### config.mk
export PLATFORM = sky130hd
export DESIGN_NAME = pin_activity_monitor
export DESIGN_NICKNAME = d
export VERILOG_FILES = /design/src/rtl/pin_activity_monitor.sv
export SDC_FILE = /design/constraint.sdc
export NUM_CORES = 2
export LEC_CHECK = 0
export CORE_ASPECT_RATIO = 1.75
export CORE_UTILIZATION = 40
export CTS_BUF_LIST = sky130_fd_sc_hd__clkbuf_16
export DETAILED_ROUTE_END_ITERATION = 7
export PLACE_DENSITY = 0.55
export SETUP_SLACK_MARGIN = 0.2
export SYNTH_ARGS = -nofsm -noshare
export SYNTH_HDL_FRONTEND = slang
export SYNTH_SLANG_ARGS = --single-unit
### constraint.sdc
create_clock -name clk25 -period 3.4 [get_ports clk25]
set_clock_uncertainty 0.15 [all_clocks]
set_input_delay 0.51 -clock clk25 [delete_from_list [all_inputs] [get_ports clk25]]
set_output_delay 0.51 -clock clk25 [all_outputs]
set_load 0.05 [all_outputs]
### src/rtl/pin_activity_monitor.sv
// Per-pin edge monitor: synchronises probe pins, counts edges per fixed window,
// keeps sticky activity flags and exposes one selected channel plus LED heartbeats.
module pin_activity_monitor #(
    parameter int unsigned NUM_CH     = 32,
    parameter int unsigned CNT_W      = 16,
    parameter int unsigned WIN_CYCLES = 25000000,
    parameter int unsigned SEL_W      = 8
) (
    input  logic              clk25,
    input  logic              rst_,
    input  logic [NUM_CH-1:0] pins_in,
    input  logic              clr,
    input  logic [SEL_W-1:0]  sel,
    output logic [CNT_W-1:0]  sel_count,
    output logic              sel_active,
    output logic [NUM_CH-1:0] active_mask,
    output logic              any_active,
    output logic              win_done,
    output logic              heartbeat,
    output logic              xtal_out
);

    localparam int unsigned WCNT_W = (WIN_CYCLES > 1) ? $clog2(WIN_CYCLES) : 1;
    localparam logic [CNT_W-1:0]  CNT_MAX  = '1;
    localparam logic [WCNT_W-1:0] WIN_LAST = WCNT_W'(WIN_CYCLES - 1);
    localparam logic [WCNT_W-1:0] WIN_PRE  = WCNT_W'(WIN_CYCLES - 2);

    logic [NUM_CH-1:0] s1;
    logic [NUM_CH-1:0] s2;
    logic [NUM_CH-1:0] s3;
    logic [1:0]        arm;
    logic [WCNT_W-1:0] wcnt;
    logic [CNT_W-1:0]  live    [NUM_CH];
    logic [CNT_W-1:0]  latched [NUM_CH];

    logic [CNT_W-1:0]  live_next_c [NUM_CH];
    logic [NUM_CH-1:0] edge_c;
    logic              win_end_c;
    logic [CNT_W-1:0]  sel_count_c;
    logic              sel_active_c;

    // Two-flop synchroniser plus history flop for edge detection
    always_ff @(posedge clk25 or negedge rst_) begin
        if (!rst_) begin
            s1 <= '0;
            s2 <= '0;
            s3 <= '0;
        end else begin
            s1 <= pins_in;
            s2 <= s1;
            s3 <= s2;
        end
    end

    // Edges are masked until the sync chain has filled after reset
    always_ff @(posedge clk25 or negedge rst_) begin
        if (!rst_) begin
            arm <= 2'd0;
        end else if (arm != 2'd3) begin
            arm <= arm + 2'd1;
        end
    end

    assign edge_c    = (arm == 2'd3) ? (s2 ^ s3) : '0;
    assign win_end_c = (wcnt == WIN_LAST);

    always_comb begin
        for (int i = 0; i < int'(NUM_CH); i++) begin
            live_next_c[i] = live[i];
            if (edge_c[i] && (live[i] != CNT_MAX)) begin
                live_next_c[i] = live[i] + CNT_W'(1);
            end
        end
    end

    // Window timing, sticky flags and heartbeat
    always_ff @(posedge clk25 or negedge rst_) begin
        if (!rst_) begin
            wcnt        <= '0;
            win_done    <= 1'b0;
            heartbeat   <= 1'b0;
            active_mask <= '0;
        end else if (clr) begin
            wcnt        <= '0;
            win_done    <= 1'b0;
            active_mask <= '0;
        end else begin
            wcnt        <= win_end_c ? '0 : wcnt + WCNT_W'(1);
            win_done    <= (wcnt == WIN_PRE);
            active_mask <= active_mask | edge_c;
            if (win_end_c) begin
                heartbeat <= ~heartbeat;
            end
        end
    end

    // Live counters roll into the latched bank at window end, same-cycle edge included
    always_ff @(posedge clk25 or negedge rst_) begin
        if (!rst_) begin
            for (int i = 0; i < int'(NUM_CH); i++) begin
                live[i]    <= '0;
                latched[i] <= '0;
            end
        end else if (clr) begin
            for (int i = 0; i < int'(NUM_CH); i++) begin
                live[i]    <= '0;
                latched[i] <= '0;
            end
        end else begin
            for (int i = 0; i < int'(NUM_CH); i++) begin
                if (win_end_c) begin
                    latched[i] <= live_next_c[i];
                    live[i]    <= '0;
                end else begin
                    live[i]    <= live_next_c[i];
                end
            end
        end
    end

    // Out-of-range select matches no channel and reads zero
    always_comb begin
        sel_count_c  = '0;
        sel_active_c = 1'b0;
        for (int i = 0; i < int'(NUM_CH); i++) begin
            if (32'(sel) == 32'(i)) begin
                sel_count_c  = latched[i];
                sel_active_c = active_mask[i];
            end
        end
    end

    always_ff @(posedge clk25 or negedge rst_) begin
        if (!rst_) begin
            sel_count  <= '0;
            sel_active <= 1'b0;
        end else if (clr) begin
            sel_count  <= '0;
            sel_active <= 1'b0;
        end else begin
            sel_count  <= sel_count_c;
            sel_active <= sel_active_c;
        end
    end

    always_ff @(posedge clk25 or negedge rst_) begin
        if (!rst_) begin
            xtal_out <= 1'b0;
        end else begin
            xtal_out <= ~xtal_out;
        end
    end

    assign any_active = |active_mask;

endmodule

==> impl_metrics.toml <==
[drt]
drt_iter0_drc = 3050
dr.pass1.iters = 5
wirelength_mm = 198
wl_per_cell_um = 26.4
num_vias = 41700
via_per_inst = 5.58
ant_nets = 0
route.detailed.drc = 0

[synth]
ys_ff_latch = 1199
synth_top_cell_area_share_pct = 56.2
synth_area_leaders = "dfrtp_1 56%, nor2_1 5.8%, nand2_1 5.6%"
synth-simple-area-share_pct = 18.1
ys_seq_area_share_pct = 56.2
ys_types = 77
ys_top_cells_by_count = "1199 x dfrtp_1, 825 x nor2_1, 795 x nand2_1"
synth_adder_area_share_pct = 0.820
syn_area_sq_um = 53400
yosys.cell_count.top_type = "dfrtp_1"
synth.area.mux_share_pct = 2.40
syn-instance-count = 5433
synthFlopType = "dfrtp_1"
synth_top_cell_by_area = "dfrtp_1"
yosysWarnings = 0
synth_top_family_by_area = "simple AND/OR/NAND/NOR gates"
synth-edff-count = 0
synth_fp_nets = 5511
synth-compound-area-share_pct = 11.0
syn_area_per_cell_sq_um = 9.83
async_flop_share_pct = 100
synth_xor_area_share_pct = 8.74

[critical_path]
worst-r2r-setup-slack_ns = 0.57
worstPathArrival_ns = 2.67
path_cells = "nor4_1 -> nand4_1 -> or2_4 -> buf_6"
crit_start = "active_mask[30]"
worstPathMaxFanout = 5
crit_slowest_cell = "dfrtp_1"
crit_buf_inv = 1
cp-start-kind = "flop"
crit_type = "flop to output port"
r2r_end = "latched[90]"
crit_required_ns = 2.74
crit_family = "simple AND/OR/NAND/NOR gates"
path_depth = 4
rr_worst_depth = 8
cp-end-kind = "output port"
crit_end = "any_active"
reg2reg_from = "wcnt[9]"
max_stage_delay_ns = 0.61

[min_path]
min_path_type = "primary input to flop"

[floorplan]
die_x_um = 278
core-area_sq_um = 133000
fp.dieH_um = 485
die-area_sq_um = 135000
fp-row-count = 177
start_util_pct = 40.3
io_pins = 96

[pwr]
total_power_uw = 29400
leakage_uw = 0.0268
vdd_ir_drop_max_mv = 0.370
p_per_area_nw_per_um2 = 473

[clock_tree]
path_clk_slew_ns = 0.06
cts_buffers = 110
clock_sinks = 1199
cts-htree-levels = 3
cts_tree = "built"
clockBufferDepth = 3
clock_latency_ns = 0.73
cts_root_buf = "clkbuf_16"

[timing]
rsz0062_at_grt = "yes"
relSlewSlack_pct = 38.6
worst_slew_pin_slew_ns = 0.922
layout_worst_path_cycle_share_pct = 97.9
finalCriticalPeriod_ns = 3.33
hold_viol = 0
setup_viol = 0
max_freq_mhz = 300
slew_violations = 0

[layout]
syn_to_final_growth_pct = 16.2
fin_area_sq_um = 62000
post_route_cells_drive_above_1_share_pct = 9.92
utilization_pct = 46.8
nFillCells = 12500
nNetsFinal = 5761

[global_routing]
grt_pass1_vias = 42600
grt_remaining_overflow = 0
antenna_found_initial = 13
grtUsageTotal_pct = 29.6
grt_pass1_wl_mm = 291
grt_max_degree = 130

[flow_run]
maxCapViolCount = 0

[placement]
dpl_cell_area_sq_um = 58400
port-buffer-count = 95
dp_hpwl_mm = 149
gp_congestion = 0.995

[outcome]
outcome = "finished, final reports clean"
per-stage QoR:
step / std cells / hold WS, ns / worst slack [ns] / setup TNS, ns
after floorplan: 5433 / 0.0644 / 0.816 / 0
after global placement: 7262 / 0.182 / -0.314 / -0.959
after detailed placement: 7262 / 0.185 / -0.341 / -1.33
final: 7482 / 0.0644 / 0.0699 / 0
after CTS: 7470 / 0.00928 / 0.135 / 0
after global routing: 7476 / 0.0510 / 0.0949 / 0
registers in the layout, indices dropped and copies added, names as in the netlist:
name / flops
active_mask: 32
arm: 2
heartbeat: 1
latched: 512
live: 512
s1: 32
s2: 32
s3: 32
sel_active: 1
sel_count: 16
wcnt: 25
win_done: 1
xtal_out: 1
worst min-delay path by stage:
stage / end / startpoint / slack (ns) / cells after the start
floorplan: active_mask[0] / rst_ / 0.06 / 0
detailed placement: s2[16] / s1[16] / 0.18 / 0
global placement: s2[19] / s1[19] / 0.18 / 0
global route: s1[16] / pins_in[16] / 0.05 / 1
CTS: s1[19] / pins_in[19] / 0.009 / 1
finish: s1[2] / pins_in[2] / 0.06 / 1
per-layer routing:
metal	track usage (%)	wire (um)
met1	33.0	72900
met2	51.4	99700
met3	4.05	8040
met4	22.1	17000
met5	0	74
power by group:
group | internal, uW | total [uW] | switching (uW) | leakage (uW)
Combinational | 659 | 2170 | 1510 | 0.00858
Clock | 6750 | 12400 | 5680 | 0.00180
Sequential | 14500 | 14700 | 267 | 0.0164
cells in the final DEF, fill, tap and decap left out, types with 29 or more instances in the layout:
cell / n
a22oi_1: 48
and4_1: 30
nand2_1: 794
nand4_1: 156
nand3_1: 187
ha_1: 34
dfrtp_1: 1196
o22ai_1: 45
nor2_1: 825
a21oi_1: 118
clkdlybuf4s50_1: 90
xor2_1: 312
and3_1: 73
o21ai_1: 50
clkbuf_16: 114
inv_1: 95
mux2i_1: 63
buf_12: 52
xnor2_1: 221
o21ai_0: 521
mux2_2: 32
nor3_1: 60
buf_4: 270
a221oi_1: 29
worst register-to-register path: stages (launching register included):
cell and delay (ns):
dfrtp_1 0.41, or4_1 0.53, nor4_1 0.27, buf_4 0.19, nor2b_1 0.32, nand2_4 0.12
buf_12 0.18, buf_4 0.29, o21ai_0 0.29
area by class of cell:
type | count | area (sq um) | share of cell area, %
sequential | 1199 | 30000 | 48.4
multi-input combinational | 3878 | 22000 | 35.5
timing repair buffer | 418 | 4050 | 6.52
clock buffer | 114 | 2850 | 4.60
tap | 1700 | 2130 | 3.43
clock inverter | 90 | 683 | 1.10
inverter | 76 | 285 | 0.460
antenna | 7 | 17.5 | 0.0282
timing repair:
item	in CTS	in global routing
setup endpoints to repair	1	14
hold buffers	1	0
buffers inserted	3	5
gates cloned	0	0
pin swaps	3	2
endpoints found under the hold margin	61	0
resized for setup	6	1
cell families after synthesis:
| logic type | Yosys count |
|---|---|
| and+or+nand+nor | 2220 |
| buffers and inverters | 356 |
| DFF | 1199 |
| AOI/OAI and AO/OA | 982 |
| adders and majority gates | 35 |
| xor gates and xnor gates | 533 |
| muxes | 108 |
(Power assumes the default switching activity.)
